### src/rtl/uart_frame_rx.sv
// uart_frame_rx: assembles SOF/LEN/payload/CRC-8 frames from a UART byte stream and
// holds one verified frame for the consumer behind a valid/ack handshake.
//
// state   | meaning
// HUNT    | waiting for SOF; also parks here while a frame is held
// LEN     | expecting the length byte
// PAYLOAD | storing payload bytes
// CHECK   | expecting the CRC byte
// DONE    | publish the frame (1 cycle)
// ERR     | report a discarded frame (1 cycle)
module uart_frame_rx #(
    parameter int          MAX_LEN        = 16,
    parameter logic [7:0]  SOF_BYTE       = 8'hA5,
    parameter int          TIMEOUT_CYCLES = 50000000
) (
    input  logic       clk,
    input  logic       reset,
    input  logic       rx_done,
    input  logic [7:0] rx_data,
    output logic       frame_valid,
    output logic [7:0] frame_len,
    input  logic       frame_ack,
    input  logic [7:0] rd_addr,
    output logic [7:0] rd_data,
    output logic       crc_error,
    output logic       overrun,
    output logic [1:0] status
);

    localparam int             AW         = (MAX_LEN > 1) ? $clog2(MAX_LEN) : 1;
    localparam int             TW         = $clog2(TIMEOUT_CYCLES + 1);
    localparam logic [TW-1:0]  TIMER_LAST = TW'(TIMEOUT_CYCLES - 1);
    localparam logic [TW-1:0]  TIMER_ONE  = TW'(1);
    localparam logic [7:0]     MAX_LEN_B  = 8'(MAX_LEN);

    typedef enum logic [2:0] {
        S_HUNT, S_LEN, S_PAYLOAD, S_CHECK, S_DONE, S_ERR
    } state_t;

    state_t        state, state_next;
    logic [7:0]    crc;
    logic [7:0]    len_q;
    logic [7:0]    idx;
    logic [TW-1:0] timer;
    logic [7:0]    buffer [MAX_LEN];

    logic byte_ok, active, timed_out, len_bad;

    function automatic logic [7:0] crc8_next(input logic [7:0] crc_in, input logic [7:0] data);
        logic [7:0] c;
        c = crc_in ^ data;
        for (int i = 0; i < 8; i++) begin
            c = c[7] ? ((c << 1) ^ 8'h07) : (c << 1);
        end
        return c;
    endfunction

    // a held frame blocks all input; bytes are counted as overruns instead
    assign byte_ok   = rx_done & ~frame_valid;
    assign active    = (state == S_LEN) || (state == S_PAYLOAD) || (state == S_CHECK);
    assign timed_out = active && !rx_done && (timer == TIMER_LAST);
    assign len_bad   = (rx_data == 8'd0) || (rx_data > MAX_LEN_B);

    always_comb begin
        state_next = state;
        case (state)
            S_HUNT: begin
                if (byte_ok && rx_data == SOF_BYTE) state_next = S_LEN;
            end
            S_LEN: begin
                if (byte_ok)        state_next = len_bad ? S_ERR : S_PAYLOAD;
                else if (timed_out) state_next = S_ERR;
            end
            S_PAYLOAD: begin
                if (byte_ok) begin
                    if (idx == len_q - 8'd1) state_next = S_CHECK;
                end else if (timed_out) begin
                    state_next = S_ERR;
                end
            end
            S_CHECK: begin
                if (byte_ok)        state_next = (rx_data == crc) ? S_DONE : S_ERR;
                else if (timed_out) state_next = S_ERR;
            end
            S_DONE:  state_next = S_HUNT;
            S_ERR:   state_next = S_HUNT;
            default: state_next = S_HUNT;
        endcase
    end

    always_ff @(posedge clk) begin
        if (reset) begin
            state       <= S_HUNT;
            crc         <= 8'd0;
            len_q       <= 8'd0;
            idx         <= 8'd0;
            timer       <= '0;
            frame_valid <= 1'b0;
            frame_len   <= 8'd0;
            rd_data     <= 8'd0;
            crc_error   <= 1'b0;
            overrun     <= 1'b0;
            status      <= 2'b00;
        end else begin
            state     <= state_next;
            crc_error <= (state_next == S_ERR);
            overrun   <= rx_done & frame_valid;
            timer     <= (!active || byte_ok) ? '0 : timer + TIMER_ONE;

            case (state)
                S_HUNT: if (byte_ok && rx_data == SOF_BYTE) crc <= 8'd0;
                S_LEN: begin
                    if (byte_ok && !len_bad) begin
                        len_q <= rx_data;
                        crc   <= crc8_next(crc, rx_data);
                        idx   <= 8'd0;
                    end
                end
                S_PAYLOAD: begin
                    if (byte_ok) begin
                        crc <= crc8_next(crc, rx_data);
                        idx <= idx + 8'd1;
                    end
                end
                default: ;
            endcase

            if (state == S_HUNT && state_next == S_LEN) status <= 2'b01;
            else if (state == S_DONE)                   status <= 2'b10;
            else if (state_next == S_ERR)               status <= 2'b11;

            if (state == S_DONE) begin
                frame_valid <= 1'b1;
                frame_len   <= len_q;
            end else if (frame_ack) begin
                frame_valid <= 1'b0;
            end

            rd_data <= (rd_addr < MAX_LEN_B) ? buffer[rd_addr[AW-1:0]] : 8'd0;
        end
    end

    always_ff @(posedge clk) begin
        if (state == S_PAYLOAD && byte_ok) buffer[idx[AW-1:0]] <= rx_data;
    end

endmodule

### config.mk
export PLATFORM = sky130hd
export DESIGN_NAME = uart_frame_rx
export DESIGN_NICKNAME = d
export VERILOG_FILES = /design/src/rtl/uart_frame_rx.sv
export SDC_FILE = /design/constraint.sdc
export NUM_CORES = 1
export LEC_CHECK = 0
export CORE_MARGIN = 8
export CORE_UTILIZATION = 55
export CTS_BUF_LIST = sky130_fd_sc_hd__clkbuf_4 sky130_fd_sc_hd__clkbuf_8
export DETAILED_ROUTE_END_ITERATION = 7
export PLACE_DENSITY = 0.88
export SYNTH_ARGS = -nofsm -noshare
export SYNTH_HDL_FRONTEND = slang
export SYNTH_SLANG_ARGS = --single-unit
### constraint.sdc
create_clock -name clk -period 2.1 [get_ports clk]
set_input_delay 0.42 -clock clk [delete_from_list [all_inputs] [get_ports clk]]
set_output_delay 0.42 -clock clk [all_outputs]
set_load 0.005 [all_outputs]
==> flow_metrics.tcl, run 1 <==
set metrics [dict create \
    combPwrFrac_pct 5.4 \
    holdWs_ps 457 \
    status "complete, no violations" \
    drtPass1Iterations 5 \
    synth_top_family_by_area "simple AND/OR/NAND/NOR gates" \
    gr-total-overflow 0 \
    cts_tree "done" \
    insertion_delay_ps 550 \
    crit_fanout 5 \
    routed-via-count 5613 \
    path_class "primary input to flop" \
    ys.flop_type "edfxtp_1" \
    ys_seq_area_share_pct 63.3 \
    grt_busiest_layer "met2" \
    cts_buffers 31 \
    grt_start_max_net_pins 27 \
    die-area_um2 19500 \
    synth_area_um2 8420 \
    hpwl_mm 13.7 \
    worstPathRequired_ps 2570 \
    ant_nets 0 \
    final-setup-viol-count 0 \
    reg2reg_to "timer[22]" \
    synth_cell_type_count 52 \
    finClkSkew_ps 13.5 \
    io_pins 41 \
    ys_async_sr_fraction_pct 0 \
    period_needed_ps 2060 \
    clock-sinks 202 \
    intPower_w 0.00605 \
    yosysTopAreaCell "edfxtp_1" \
    dieHeight_um 140 \
    peakVddDrop_v 0.000570 \
    fin_cells 956 \
    cp-end-kind "flop" \
    holdPathEnd "frame_len[2]" \
    holdCritStartpoint "frame_len[2]" \
    grt_util_met3_pct 4.27 \
    synth-seq-cells 202 \
    dp_cells 898 \
    totalWireLength_mm 19.7 \
    nets 773 \
    nFillCells 1000 \
    yosysTopAreaCellShare_pct 45.7 \
    portBuffers 40 \
    regToRegStartpoint "timer[1]" \
    cts_root_buf "clkbuf_8" \
    ys_warn_count 0 \
    synth-xor-area-share_pct 5.93 \
    reg2reg_depth 7 \
    place.gp.congestion 0.856 \
    ctsHoldBuffers 0 \
    synth-edff-count 128 \
    cap_violations 0 \
    die_w_um 140 \
    syn_nets 643 \
    tns_ps 0 \
    clk_pin_slew_ps 60 \
    clock_path_buffers 3 \
    synth_fa_ha_area_share_pct 1.34 \
    power.density_nw_per_um2 746 \
    final_area_um2 10300 \
    fin_crit_sh_pct 98.3 \
    grt_pass1_wl_mm 30.8 \
    r2r_setup_slack_ps 90 \
    drc 0 \
    drt_iter0_drc 473 \
    muxShareOfSynthArea_pct 11.5 \
    drv_slew 0 \
    cp-start-kind "primary input" \
    min_path_type "flop to flop" \
    power_switching_w 0.00165 \
    wl_per_cell_um 20.6 \
    track_usage_pct 20.1 \
    synth-simple-area-share_pct 12.2 \
    rsz0062_at_grt "true" \
    initial_utilization_pct 55.8 \
    core_um2 15100 \
    drive_gt1_share_pct 25.5 \
    grtUsageMet1_pct 22.7 \
    syn-instance-count 614 \
    post_dp_cell_area_um2 9640 \
    switching_share_pct 21.5 \
    area_growth_pct 22.7 \
    p_leak_nw 3.60 \
    grt_use_met2_pct 36.4 \
    ctsHtreeMaxLevel 1 \
    num_rows 45 \
    syn_avg_cell_area_um2 13.7 \
    clkPwrFrac_pct 39.9 \
    worstPathArrival_ps 2530 \
    tightest_slew_ps 548 \
    worstHoldPathCells 2 \
    antenna_found_initial 0 \
    pwr-share-seq_pct 54.7 \
    fmax_ghz 0.484 \
    antenna_cells 0 \
    vias_per_cell 5.87 \
    relSlewSlack_pct 63.1 \
    final-hold-violation-count 0 \
    synth_compound_area_share_pct 3.82 \
    synth_area_leaders "edfxtp_1 46%, dfxtp_1 18%, mux4_2 11%" \
    grt_pass1_vias 5852 \
]
## per-stage QoR
step | utilization [%] | total power (W) | worst slack (ps)
global route | 68.4 | 0.00795 | -28.4
global placement | 63.9 | 0.00469 | -431
finish | 68.4 | 0.00771 | 35.2
detailed placement | 63.9 | 0.00470 | -550
CTS | 67.9 | 0.00777 | 20.6
floorplan | - | 0.00450 | -16.2
## flip-flops by register name, indices dropped and copies added, names as in the netlist
signal	flops
timer	26
len_q	8
crc_error	1
buffer	128
frame_valid	1
rd_data	8
overrun	1
crc	8
frame_len	8
status	2
idx	8
state	3
## worst max-delay path: stages
cell and delay, ps:
clkdlybuf4s50_1 530, nor4_2 400, xnor2_1 210, buf_4 180, a31o_2 200, nand2_1 90, or3_1 320, a21oi_1 160
## logic make-up after synthesis
logic type	after synthesis
buf+inv	41
flops	202
compound gates	51
xor+xnor	57
fa+ha+maj	9
simple gates	207
mux	47
## layout make-up
cell class / count / area, um^2 / share of cell area [%]
multi-input combinational: 371 / 3000 / 29.0
timing repair buffer: 123 / 1110 / 10.8
clock buffer: 41 / 520 / 5.04
clock inverter: 16 / 77.6 / 0.751
sequential: 202 / 5330 / 51.6
inverter: 15 / 56.3 / 0.545
tap: 188 / 235 / 2.28
## per-layer routing
| layer | routed length [um] | vias to the layer above |
|---|---|---|
| met2 | 10200 | 211 |
| met1 | 7530 | 2815 |
| met5 | 0 | - |
| met3 | 1230 | 64 |
| met4 | 738 | 0 |
| li1 | - | 2523 |
## Yosys cell counts (all sizes together), types with 2 or more instances
library cell  instances
inv                  15
nand3                 8
nand2                45
and2                  2
a21boi                2
clkbuf               17
nand2b                7
or3                  11
mux4                 40
xor2                 27
a22oi                 2
and3                  5
nor4b                 2
nor4                  7
a31oi                 2
mux2i                 7
xnor2                30
buf                   9
nor3b                 3
nor2b                 9
nand3b                2
a211oi                4
nor3                  8
dfxtp                74
edfxtp              128
nor2                 81
and4                  3
o21ai                 7
ha                    9
a21oi                21
o31ai                 2
nand4                10
## cell usage in the layout (no fill, tap or decap), types with 7 or more instances in the layout
cell type        instances
clkbuf_8                34
dfxtp_1                 72
buf_4                   75
nand3_1                  8
nor2b_1                  9
o21ai_0                  7
buf_12                   7
clkinv_2                 8
clkdlybuf4s50_1         38
nand2b_1                 7
nand2_1                 45
nor3_1                   7
or3_1                    8
mux4_2                  40
nand4_1                 10
inv_1                   15
mux2i_1                  7
nor2_1                  81
a21oi_1                 19
xor2_1                  27
edfxtp_1               128
ha_1                     8
clkbuf_4                 7
xnor2_1                 27
## worst max-delay path by stage
stage	start	endpoint	slack, ps
3_3_place_gp	rx_data[2]	status[1]	-430
3_5_place_dp	rx_data[2]	status[1]	-550
4_1_cts	timer[1]	timer[22]	20
2_1_floorplan	frame_valid	buffer[0][0]	-20
6_report	rx_data[0]	idx[4]	40
5_1_grt	rx_data[0]	crc[5]	-30
## power groups by stage
stage / combinational, W / clock (W) / sequential, W
global route: 0.000440 / 0.00330 / 0.00421
finish: 0.000416 / 0.00307 / 0.00422
global placement: 0.000389 / 0 / 0.00430
CTS: 0.000406 / 0.00315 / 0.00422
floorplan: 0.000194 / 0 / 0.00430
detailed placement: 0.000403 / 0 / 0.00430
## repair_timing
item                                    CTS  global route
endpoints found under the setup margin    0            14
setup buffers                             0             1
gates resized for setup                   0            16
(Power assumes the default switching activity.)
==> run 2: changes to the inputs <==
--- a/config.mk
+++ b/config.mk
@@ -5,11 +5,14 @@
 export SDC_FILE = /design/constraint.sdc
 export NUM_CORES = 1
 export LEC_CHECK = 0
+export ABC_AREA = 1
 export CORE_MARGIN = 8
 export CORE_UTILIZATION = 55
 export CTS_BUF_LIST = sky130_fd_sc_hd__clkbuf_4 sky130_fd_sc_hd__clkbuf_8
+export CTS_CLUSTER_SIZE = 20
 export DETAILED_ROUTE_END_ITERATION = 7
 export PLACE_DENSITY = 0.88
+export RECOVER_POWER = 25
 export SYNTH_ARGS = -nofsm -noshare
 export SYNTH_HDL_FRONTEND = slang
 export SYNTH_SLANG_ARGS = --single-unit
==> run 2 against run 1 <==
Compared with the run above: first-iteration DRC count rose by 19%; final area up 2.4%; critical path type unchanged; worst hold slack got worse by 34 ps; sequential power about the same; via count up 20%; clock power grew 7.8%; critical endpoint is now idx[7]; largest cell class unchanged; combinational power shrank 1%; clock skew up 2.7 ps; non-clock buffer count fell by 10; sequential share of layout area is 1.2 points lower; highest routed layer unchanged.
==> flow_metrics.tcl, run 2 <==
set metrics [dict create \
    layout_common_cells "128 x edfxtp_1, 117 x nand2_1, 102 x inv_1" \
    synth_area_leaders "edfxtp_1 44%, dfxtp_1 17%, nand2_1 5.1%" \
    yosysTopAreaCell "edfxtp_1" \
    fmax_ghz 0.504 \
    cts_tree "done" \
    path_class "primary input to flop" \
    utilization_pct 67.3 \
    antenna_cells 0 \
    grt_pass1_vias 6922 \
    regToRegStartpoint "timer[0]" \
    finClkSkew_ps 16.2 \
    initial_utilization_pct 55.6 \
    gr-total-overflow 0 \
    cp-end-kind "flop" \
    status "complete, no violations" \
    area_growth_pct 21.0 \
    largest_reg_flops 128 \
    drv_slew 0 \
    crit_end "idx[7]" \
    ctsHtreeMaxLevel 1 \
    die_w_um 142 \
    dp_cells 1164 \
    cap_violations 0 \
    clock-sinks 202 \
    drc 0 \
    nets 1012 \
    startpoint "rx_data[1]" \
    place.gp.congestion 0.906 \
    combPwrFrac_pct 5.2 \
    p_leak_nw 4.02 \
    hpwl_mm 13.8 \
    io_pins 41 \
    portBuffers 40 \
    grt_use_met2_pct 35.4 \
    routed-via-count 6710 \
    fin_crit_sh_pct 94.5 \
    tns_ps 0 \
    drive_gt1_share_pct 16.0 \
    worstPathArrival_ps 2400 \
    clk_pin_slew_ps 60 \
    ys_seq_area_share_pct 60.9 \
    antenna_found_initial 0 \
    synth-edff-count 128 \
    drt_iter0_drc 563 \
    relSlewSlack_pct 44.9 \
    reg2reg_to "timer[22]" \
    syn-instance-count 864 \
    grtUsageMet1_pct 23.7 \
    rsz0062_at_grt "true" \
    fin_cells 1224 \
    clkPwrFrac_pct 41.7 \
    final-hold-violation-count 0 \
    synth_area_um2 8740 \
    r2r_setup_slack_ps 170 \
    power.density_nw_per_um2 750 \
    final-setup-viol-count 0 \
    ant_nets 0 \
    die-area_um2 20200 \
    peakVddDrop_v 0.000502 \
    worstPathRequired_ps 2520 \
    tightest_slew_ps 826 \
    pwr-share-seq_pct 53.2 \
    ys_warn_count 0 \
    synth_cell_type_count 41 \
    reg2reg_depth 14 \
    grt_start_max_net_pins 36 \
    syn_nets 893 \
    clock_path_buffers 3 \
    intPower_w 0.00618 \
    post-synth-top-count-cell "edfxtp_1" \
    mostFrequentLayoutCell "edfxtp_1" \
    wl_per_cell_um 16.6 \
    cts_root_buf "clkbuf_8" \
    grt_util_met3_pct 4.50 \
    power_switching_w 0.00175 \
    synth-seq-cells 202 \
    ys_async_sr_fraction_pct 0 \
    track_usage_pct 20.2 \
    cts_buffers 31 \
    grt_busiest_layer "met2" \
    totalWireLength_mm 20.3 \
    insertion_delay_ps 550 \
    vias_per_cell 5.48 \
    finalPower_w 0.00793 \
    drtPass1Iterations 5 \
    core_um2 15700 \
    syn_avg_cell_area_um2 10.1 \
    yosysTopAreaCellShare_pct 44.0 \
    cp-start-kind "primary input" \
    crit_fanout 4 \
    synth_commonest_cells "128 x edfxtp_1, 119 x nand2_1, 102 x inv_1" \
    grt_pass1_wl_mm 33.0 \
    period_needed_ps 1980 \
    post_dp_cell_area_um2 9900 \
    final_area_um2 10600 \
    min_path_type "flop to flop" \
    switching_share_pct 22.1 \
    num_rows 46 \
    dieHeight_um 142 \
    ys.flop_type "edfxtp_1" \
]
## run 2: timing repair
| action | CTS | global route |
|---|---|---|
| setup endpoints to repair | 0 | 9 |
| buffers inserted | 0 | 2 |
| hold buffers | 0 | 0 |
| gates resized for setup | 0 | 15 |
## run 2: worst min-delay path by stage
stage | cells after the start | to | start | slack (ps)
2_1_floorplan | 1 | timer[0] | timer[0] | 420
3_3_place_gp | 1 | timer[0] | timer[0] | 430
3_5_place_dp | 2 | frame_len[4] | frame_len[4] | 450
4_1_cts | 2 | frame_valid | frame_ack | 440
5_1_grt | 1 | timer[0] | timer[0] | 450
6_report | 1 | timer[0] | timer[0] | 420
## run 2: worst max-delay path, stage by stage
cell and delay (ps):
dlygate4sd3_1 610, nor3_1 310, nand2_1 80, nand2_1 100, nand4_2 180, nand2_4 120, nand2_1 60, nor2_2 120
nand2_2 90, nor2_4 120, nand2_1 60, nand2_1 70, a21oi_2 50
## run 2: cell families (layout without fill, tap and decap cells)
family | after synthesis | count (layout) | synth area share [%]
xor+xnor | 23 | 23 | 2.39
compound gates | 206 | 206 | 12.9
fa+ha+maj | 9 | 9 | 1.29
mux | 24 | 24 | 2.75
buf+inv | 137 | 281 | 5.94
simple gates | 263 | 263 | 13.8
flops | 202 | 202 | 60.9
## run 2: layout make-up
class / instances / area, um^2
Clock inverter: 14 / 98.8
Inverter: 110 / 413
Multi-Input combinational cell: 525 / 2950
Sequential cell: 202 / 5330
Fill cell: 1135 / 5130
Timing Repair Buffer: 113 / 978
Clock buffer: 44 / 543
Tap cell: 216 / 270
## run 2: through the flow
stage / hold slack [ps] / setup slack [ps]
finish: 423 / 116
global route: 446 / -83.0
CTS: 445 / 103
detailed placement: 448 / -327
global placement: 430 / -307
floorplan: 418 / 362
## run 2: power groups by stage
stage / Sequential, W / Clock [W] / Combinational [W]
3_3_place_gp: 0.00430 / 0 / 0.000399
3_5_place_dp: 0.00430 / 0 / 0.000414
2_1_floorplan: 0.00430 / 0 / 0.000201
5_1_grt: 0.00421 / 0.00354 / 0.000444
4_1_cts: 0.00422 / 0.00334 / 0.000418
6_report: 0.00422 / 0.00331 / 0.000411
## run 2: per-layer routing
layer	up-vias	share of wire [%]
met5	-	0
met1	3171	40
met2	262	49
met4	0	2.9
met3	47	7.9
li1	3230	-
